$ cat src/rtl/idu_ir_freelist.sv
// Rename free list: 32-entry circular array of physical register numbers with
// alloc/commit/tail pointers. Optional consistency checker under IDU_FREELIST_CHK_EN.
module idu_ir_freelist (
  input  logic       clk,
  input  logic       rst_clk,
  input  logic       rtu_global_flush,
  input  logic       y_idu_ir_stall_ctrl,
  input  logic       alloc_req,
  input  logic       rtu_retire_vld,
  input  logic [5:0] rtu_retire_old_preg,
  output logic       alloc_vld,
  output logic [5:0] alloc_preg,
  output logic       freelist_empty,
  output logic [5:0] free_cnt,
  output logic       freelist_err
);

  localparam int unsigned DEPTH  = 32;
  localparam int unsigned IDX_W  = 5;
  localparam int unsigned PTR_W  = 6;
  localparam int unsigned PREG_W = 6;

  logic [PREG_W-1:0] fl_q [DEPTH];
  logic [PTR_W-1:0]  alloc_ptr;
  logic [PTR_W-1:0]  commit_ptr;
  logic [PTR_W-1:0]  tail_ptr;
  logic [PTR_W-1:0]  commit_nxt;
  logic [PTR_W-1:0]  alloc_nxt;

  // Wrap bit distinguishes a full list (difference 32) from an empty one (0).
  assign free_cnt       = tail_ptr - alloc_ptr;
  assign freelist_empty = (free_cnt == '0);
  assign alloc_vld      = alloc_req & ~freelist_empty & ~y_idu_ir_stall_ctrl & ~rtu_global_flush;
  assign alloc_preg     = fl_q[alloc_ptr[IDX_W-1:0]];

  // Flush rewinds speculative allocations to the post-retire commit point.
  assign commit_nxt = commit_ptr + PTR_W'(rtu_retire_vld);
  assign alloc_nxt  = rtu_global_flush ? commit_nxt : alloc_ptr + PTR_W'(alloc_vld);

  always_ff @(posedge clk or negedge rst_clk) begin
    if (!rst_clk) begin
      alloc_ptr  <= '0;
      commit_ptr <= '0;
      tail_ptr   <= PTR_W'(DEPTH);
    end else begin
      alloc_ptr  <= alloc_nxt;
      commit_ptr <= commit_nxt;
      tail_ptr   <= tail_ptr + PTR_W'(rtu_retire_vld);
    end
  end

  // Released pregs are appended at the tail; reset loads pregs 32..63.
  always_ff @(posedge clk or negedge rst_clk) begin
    if (!rst_clk) begin
      for (int unsigned i = 0; i < DEPTH; i++) begin
        fl_q[i] <= PREG_W'(DEPTH + i);
      end
    end else if (rtu_retire_vld) begin
      fl_q[tail_ptr[IDX_W-1:0]] <= rtu_retire_old_preg;
    end
  end

`ifdef IDU_FREELIST_CHK_EN
  logic [PTR_W-1:0] occ;

  assign occ = tail_ptr - commit_ptr;

  // Sticky: retire into a full list or a broken tail/commit relationship.
  always_ff @(posedge clk or negedge rst_clk) begin
    if (!rst_clk) begin
      freelist_err <= 1'b0;
    end else if (rtu_retire_vld && ((free_cnt == PTR_W'(DEPTH)) || (occ != PTR_W'(DEPTH)))) begin
      freelist_err <= 1'b1;
    end
  end
`else
  assign freelist_err = 1'b0;
`endif

endmodule

$ cat config.mk
export PLATFORM = sky130hd
export DESIGN_NAME = idu_ir_freelist
export DESIGN_NICKNAME = d
export VERILOG_FILES = /design/src/rtl/idu_ir_freelist.sv
export SDC_FILE = /design/constraint.sdc
export NUM_CORES = 1
export LEC_CHECK = 0
export CAP_MARGIN = 40
export CORE_MARGIN = 3
export CORE_UTILIZATION = 50
export DETAILED_ROUTE_END_ITERATION = 6
export HOLD_SLACK_MARGIN = 0.02
export PLACE_DENSITY = 0.76
export SETUP_SLACK_MARGIN = 0.15
export SYNTH_ARGS = -nofsm -noshare
export SYNTH_HDL_FRONTEND = slang
export SYNTH_SLANG_ARGS = --single-unit
$ cat constraint.sdc
create_clock -name clk -period 6.5 [get_ports clk]
set_clock_uncertainty 0.1 [all_clocks]
set_input_delay 1.3 -clock clk [delete_from_list [all_inputs] [get_ports clk]]
set_output_delay 1.3 -clock clk [all_outputs]
set_load 0.1 [all_outputs]
==> impl_metrics.env, run 1 <==
export IMPL_cpMaxStageDelayCell="dfrtp_4"
export IMPL_vias=5921
export IMPL_critPathKind="reg2out"
export IMPL_hold_end="commit_ptr[5]$_DFF_PN0_"
export IMPL_rsz0062_at_grt="no"
export IMPL_num_antenna_cells=0
export IMPL_yosysUniqueCellTypes=43
export IMPL_die_w_microns=147.6
export IMPL_period_minus_slack_ns=5.189
export IMPL_fin_setup_tns_ns=0
export IMPL_clockBufferDepth=3
export IMPL_synth_seq_area_share_pct=53.85
export IMPL_ys_async_sr_fraction_pct=100.0
export IMPL_gr_total_overflow=0
export IMPL_antenna_found_initial=0
export IMPL_cts_sinks=210
export IMPL_arrival_ns=3.79
export IMPL_synth_cells=677
export IMPL_nNetsFinal=737
export IMPL_start_util_pct=51.16
export IMPL_row_count=51
export IMPL_finalCritPeriodShare_pct=79.83
export IMPL_grt_usage_pct=21.43
export IMPL_hold_viol_final=0
export IMPL_layout_drive_gt1_share_pct=55.56
export IMPL_cts_htree_levels=1
export IMPL_place_port_buffers=25
export IMPL_grt_pass1_wl_mm=37.17
export IMPL_start_kind="flip-flop"
export IMPL_crit_family="buffers and inverters"
export IMPL_synth_commonest_cells="mux2_2 (194), dfstp_2 (113), dfrtp_1 (97), nor2_1 (28), mux4_2 (26)"
export IMPL_place_congestion=0.8525
export IMPL_clk_latency_ns=0.50
export IMPL_maxSlewViolCount=0
export IMPL_coreArea_sq_mm=0.01959
export IMPL_cpPeakStageDelay_ns=0.65
export IMPL_worstPathCellList="buf_4 > mux4_1 > a22o_1 > a211oi_1 > a21oi_1 > clkdlybuf4s50_1 > buf_8"
export IMPL_area_delta_synth_final_pct=15.44
export IMPL_worst_pin_slew_ns=0.9574
export IMPL_drt_iter0_drc=443
export IMPL_grt_max_degree=111
export IMPL_yosysMostFrequentCell="mux2_2"
export IMPL_avgViaCountPerCell=5.957
export IMPL_drt_first_pass_iters=4
export IMPL_post_cts_buffers=0
export IMPL_postSynthNetCount=701
export IMPL_grt_pass1_vias=6683
export IMPL_synthFlopType="dfstp_2"
export IMPL_r2r_slack_ns=2.90
export IMPL_cp_required_ns=5.10
export IMPL_slew_headroom_pct=35.94
export IMPL_synth_top_area_cell="dfstp_2"
export IMPL_wl_per_cell_microns=22.72
export IMPL_cts_made_buffers=23
export IMPL_cts_tree="built"
export IMPL_ctsRootBufferMaster="clkbuf_16"
export IMPL_avgSynthCellArea_sq_um=14.80
export IMPL_reg2reg_to="alloc_ptr[4]$_DFF_PN0_"
export IMPL_min_path_type="reg2reg"
export IMPL_drcViolationCount=0
export IMPL_synth_top_area_share_pct=29.63
export IMPL_finalWirelength_mm=22.58
export IMPL_synth_seq_cells=210
export IMPL_dpl_hpwl_mm=15.40
export IMPL_status="finished clean"
export IMPL_end_kind="output port"
export IMPL_maxCapViolCount=0
export IMPL_whs_path_depth=1
export IMPL_die_y_microns=147.6
export IMPL_fmax_mhz=192.7
export IMPL_fillCellCount=1444
export IMPL_yosys_top_cells_area="dfstp_2 (30%), dfrtp_1 (24%), mux2_2 (22%), mux4_2 (5.8%), mux4_1 (2.4%)"
export IMPL_cts_resized=0
export IMPL_finalSetupViolCount=0
export IMPL_ios=27
export IMPL_worstHoldStart="commit_ptr[5]$_DFF_PN0_"
export IMPL_cp_num_buf_inv=3
export IMPL_ant_nets=0
export IMPL_crit_fanout=30
export IMPL_r2r_start="alloc_ptr[0]$_DFF_PN0_"
export IMPL_dieArea_sq_mm=0.02178
export IMPL_yosysWarningCount=0
export IMPL_path_clk_slew_ns=0.06
export IMPL_r2r_cells=12
export IMPL_synth_area_sq_mm=0.01002
export IMPL_holdBufCountCts=0
export IMPL_synth_edf_count=0
==> registers in the layout (all words and copies together), names as in the netlist <==
| register | cells |
|---|---|
| commit_ptr | 6 |
| fl_q | 192 |
| alloc_ptr | 6 |
| tail_ptr | 6 |
==> stage by stage <==
stage	setup slack, ns	util [%]	hold slack (ns)	area, sq um	std cells
global placement	1.459	53.41	0.3666	10460	931
detailed placement	1.803	55.36	0.3625	10850	953
global route	1.114	59.06	0.3966	11570	994
floorplan	0.8801	-	0.3430	10080	677
finish	1.311	59.06	0.3726	11570	994
CTS	1.275	59.06	0.3769	11570	994
==> worst max path at each step <==
| stage | start | endpoint | slack [ns] | cells past startpoint |
|---|---|---|---|---|
| after global placement | alloc_ptr[0]$_DFF_PN0_ | alloc_vld | 1.46 | 8 |
| final | alloc_ptr[0]$_DFF_PN0_ | alloc_preg[1] | 1.31 | 7 |
| after floorplan | tail_ptr[0]$_DFF_PN0_ | alloc_vld | 0.88 | 8 |
| after CTS | alloc_ptr[0]$_DFF_PN0_ | alloc_preg[1] | 1.27 | 7 |
| after detailed placement | alloc_ptr[0]$_DFF_PN0_ | alloc_preg[1] | 1.80 | 7 |
| after global routing | alloc_ptr[0]$_DFF_PN0_ | alloc_vld | 1.11 | 9 |
==> cells by family after synthesis <==
family,synth area share [%]
XOR/XNOR,1.398
multiplexers,33.05
flip-flops,53.85
AND/OR/NAND/NOR,3.858
adder cells (fa/ha/maj),1.573
AO/OA/AOI/OAI,3.508
buffers and inverters,2.734
other,0.03742
==> layer usage <==
metal / global-route usage [%] / up-vias / wire length, microns
li1: - / 2575 / -
met1: 28.51 / 3134 / 9312
met2: 36.38 / 163 / 11410
met3: 3.648 / 49 / 1216
met4: 6.524 / 0 / 643
met5: 0 / - / 0
==> cell type report <==
class                   instances  area (sq um)  area share, %
flip-flops and latches        210          5400          46.67
multi-input cells             418          4410          38.12
clock buffers                  36         674.4          5.829
repair buffers                 52         673.1          5.818
well taps                     265         331.6          2.866
clock inverters                 5         50.05         0.4326
inverters                       8         30.03         0.2595
==> cell usage in the layout, fill, tap and decap left out, types with 7 or more instances in the layout <==
cell type	Yosys	final
mux2_2	194	194
dfstp_2	113	113
dfrtp_1	97	96
nor2_1	28	28
mux4_2	26	26
nand2_1	24	24
clkdlybuf4s50_1	0	24
mux2i_1	23	23
clkbuf_16	0	23
buf_8	0	15
a21oi_1	14	14
nand3_1	14	14
o221ai_1	11	11
ha_1	11	11
xnor2_1	11	10
mux4_1	9	9
clkbuf_1	25	8
inv_1	7	7
Power of run 1 is not shown: default switching activity piles up to over one toggle a cycle in this logic, so the estimate is an artifact.
==> inputs of run 2 (changes only) <==
==> constraint.sdc (replaced) <==
create_clock -name clk -period 5.4 [get_ports clk]
set_clock_uncertainty 0.1 [all_clocks]
set_input_delay 1.08 -clock clk [delete_from_list [all_inputs] [get_ports clk]]
set_output_delay 1.08 -clock clk [all_outputs]
set_load 0.1 [all_outputs]
==> run 2 against run 1 <==
Net effect: critical path depth increased by 1; worst hold slack worse by 0.028 ns; wire length shrank 3.8%; sequential share of layout area grew 0.93 points; critical endpoint is now free_cnt[5].
==> impl_metrics.env, run 2 (synthesis results as in run 1) <==
export IMPL_dpl_hpwl_mm=14.74
export IMPL_drt_met1_wl_mm=9.156
export IMPL_status="finished clean"
export IMPL_vias=5828
export IMPL_finalInstanceArea_sq_mm=0.01134
export IMPL_die_y_microns=147.6
export IMPL_arrival_ns=3.31
export IMPL_grt_max_degree=98
export IMPL_drcViolationCount=0
export IMPL_post_cts_buffers=0
export IMPL_place_port_buffers=25
export IMPL_r2r_slack_ns=1.73
export IMPL_finalCritPeriodShare_pct=83.22
export IMPL_largest_register="fl_q"
export IMPL_crit_fanout=9
export IMPL_area_delta_synth_final_pct=13.18
export IMPL_num_antenna_cells=0
export IMPL_slew_headroom_pct=42.27
export IMPL_hold_viol_final=0
export IMPL_layout_drive_gt1_share_pct=56.61
export IMPL_place_congestion=0.8750
export IMPL_cts_made_buffers=22
export IMPL_coreArea_sq_mm=0.01959
export IMPL_largest_reg_flops=192
export IMPL_routed_top_layer="met4"
export IMPL_grt_pass1_wl_mm=35.69
export IMPL_cts_sinks=210
export IMPL_finalWirelength_mm=21.73
export IMPL_hold_ws_ns=0.3451
export IMPL_met3_length_mm=1.057
export IMPL_die_w_microns=147.6
export IMPL_gr_total_overflow=0
export IMPL_cts_htree_levels=1
export IMPL_clk_latency_ns=0.50
export IMPL_layout_common_cells="mux2_2 (194), dfstp_2 (113), dfrtp_1 (96)"
export IMPL_critPathKind="reg2out"
export IMPL_end_kind="output port"
export IMPL_path_clk_slew_ns=0.06
export IMPL_postPlaceCellArea_sq_mm=0.01062
export IMPL_ant_nets=0
export IMPL_worst_pin_slew_ns=0.8627
export IMPL_ctsRootBufferMaster="clkbuf_16"
export IMPL_grt_pass1_vias=6396
export IMPL_ios=27
export IMPL_min_path_type="in2async"
export IMPL_cts_resized=0
export IMPL_fillCellCount=1512
export IMPL_holdBufCountCts=0
export IMPL_fin_setup_tns_ns=0
export IMPL_fmax_mhz=222.5
export IMPL_start_util_pct=51.16
export IMPL_maxSlewViolCount=0
export IMPL_antenna_found_initial=0
export IMPL_dieArea_sq_mm=0.02178
export IMPL_place_ws_ns=1.405
export IMPL_nNetsFinal=727
export IMPL_grt_usage_pct=20.59
export IMPL_rsz0062_at_grt="no"
export IMPL_setup_ws_ns=0.9063
export IMPL_r2r_start="alloc_ptr[0]$_DFF_PN0_"
export IMPL_r2r_cells=12
export IMPL_cts_tree="built"
export IMPL_reg2reg_to="alloc_ptr[4]$_DFF_PN0_"
export IMPL_avgViaCountPerCell=5.923
export IMPL_final_common_cell="mux2_2"
export IMPL_row_count=51
export IMPL_drt_iter0_drc=291
export IMPL_start_kind="flip-flop"
export IMPL_wl_met2_mm=10.98
export IMPL_period_minus_slack_ns=4.494
export IMPL_maxCapViolCount=0
export IMPL_clockBufferDepth=3
export IMPL_drt_first_pass_iters=4
export IMPL_finalSetupViolCount=0
export IMPL_cp_required_ns=4.22
export IMPL_wl_per_cell_microns=22.09
[run 2: per-layer routing]
metal  vias to the layer above  GRT usage [%]
met4                         0          5.732
met2                       136          34.99
li1                       2567              -
met5                         -              0
met1                      3090          27.90
met3                        35          3.096
[run 2: worst max path at each step]
stage / from / endpoint / slack (ns) / depth (start not counted)
2_1_floorplan: tail_ptr[0]$_DFF_PN0_ / alloc_vld / 0.56 / 8
3_3_place_gp: alloc_ptr[4]$_DFF_PN0_ / free_cnt[5] / 1.19 / 7
3_5_place_dp: alloc_ptr[0]$_DFF_PN0_ / alloc_vld / 1.40 / 8
4_1_cts: alloc_ptr[0]$_DFF_PN0_ / alloc_vld / 0.85 / 8
5_1_grt: alloc_ptr[0]$_DFF_PN0_ / alloc_vld / 0.72 / 8
6_report: alloc_ptr[4]$_DFF_PN0_ / free_cnt[5] / 0.91 / 8
[run 2: layout make-up]
type | count | area [sq um] | area share, %
Tap cell | 265 | 331.6 | 2.923
Clock buffer | 36 | 694.4 | 6.122
Inverter | 8 | 30.03 | 0.2647
Sequential cell | 210 | 5400 | 47.61
Clock inverter | 4 | 26.28 | 0.2316
Multi-Input combinational cell | 418 | 4419 | 38.96
Timing Repair Buffer | 43 | 441.7 | 3.894
[run 2: worst max-delay path, cell delays in order (launching register included)]
cell	delay (ns)
dfrtp_1	0.51
clkinv_1	0.28
ha_1	0.45
and2_1	0.19
o21a_1	0.16
a31o_2	0.24
or2_2	0.31
clkdlybuf4s50_1	0.48
buf_8	0.20
[run 2: through the flow]
step | util, % | instances
after floorplan | - | 677
after global placement | 53.48 | 935
after detailed placement | 54.22 | 944
after CTS | 57.90 | 984
after global routing | 57.90 | 984
final | 57.90 | 984
Power of run 2 is left out for the same reason.
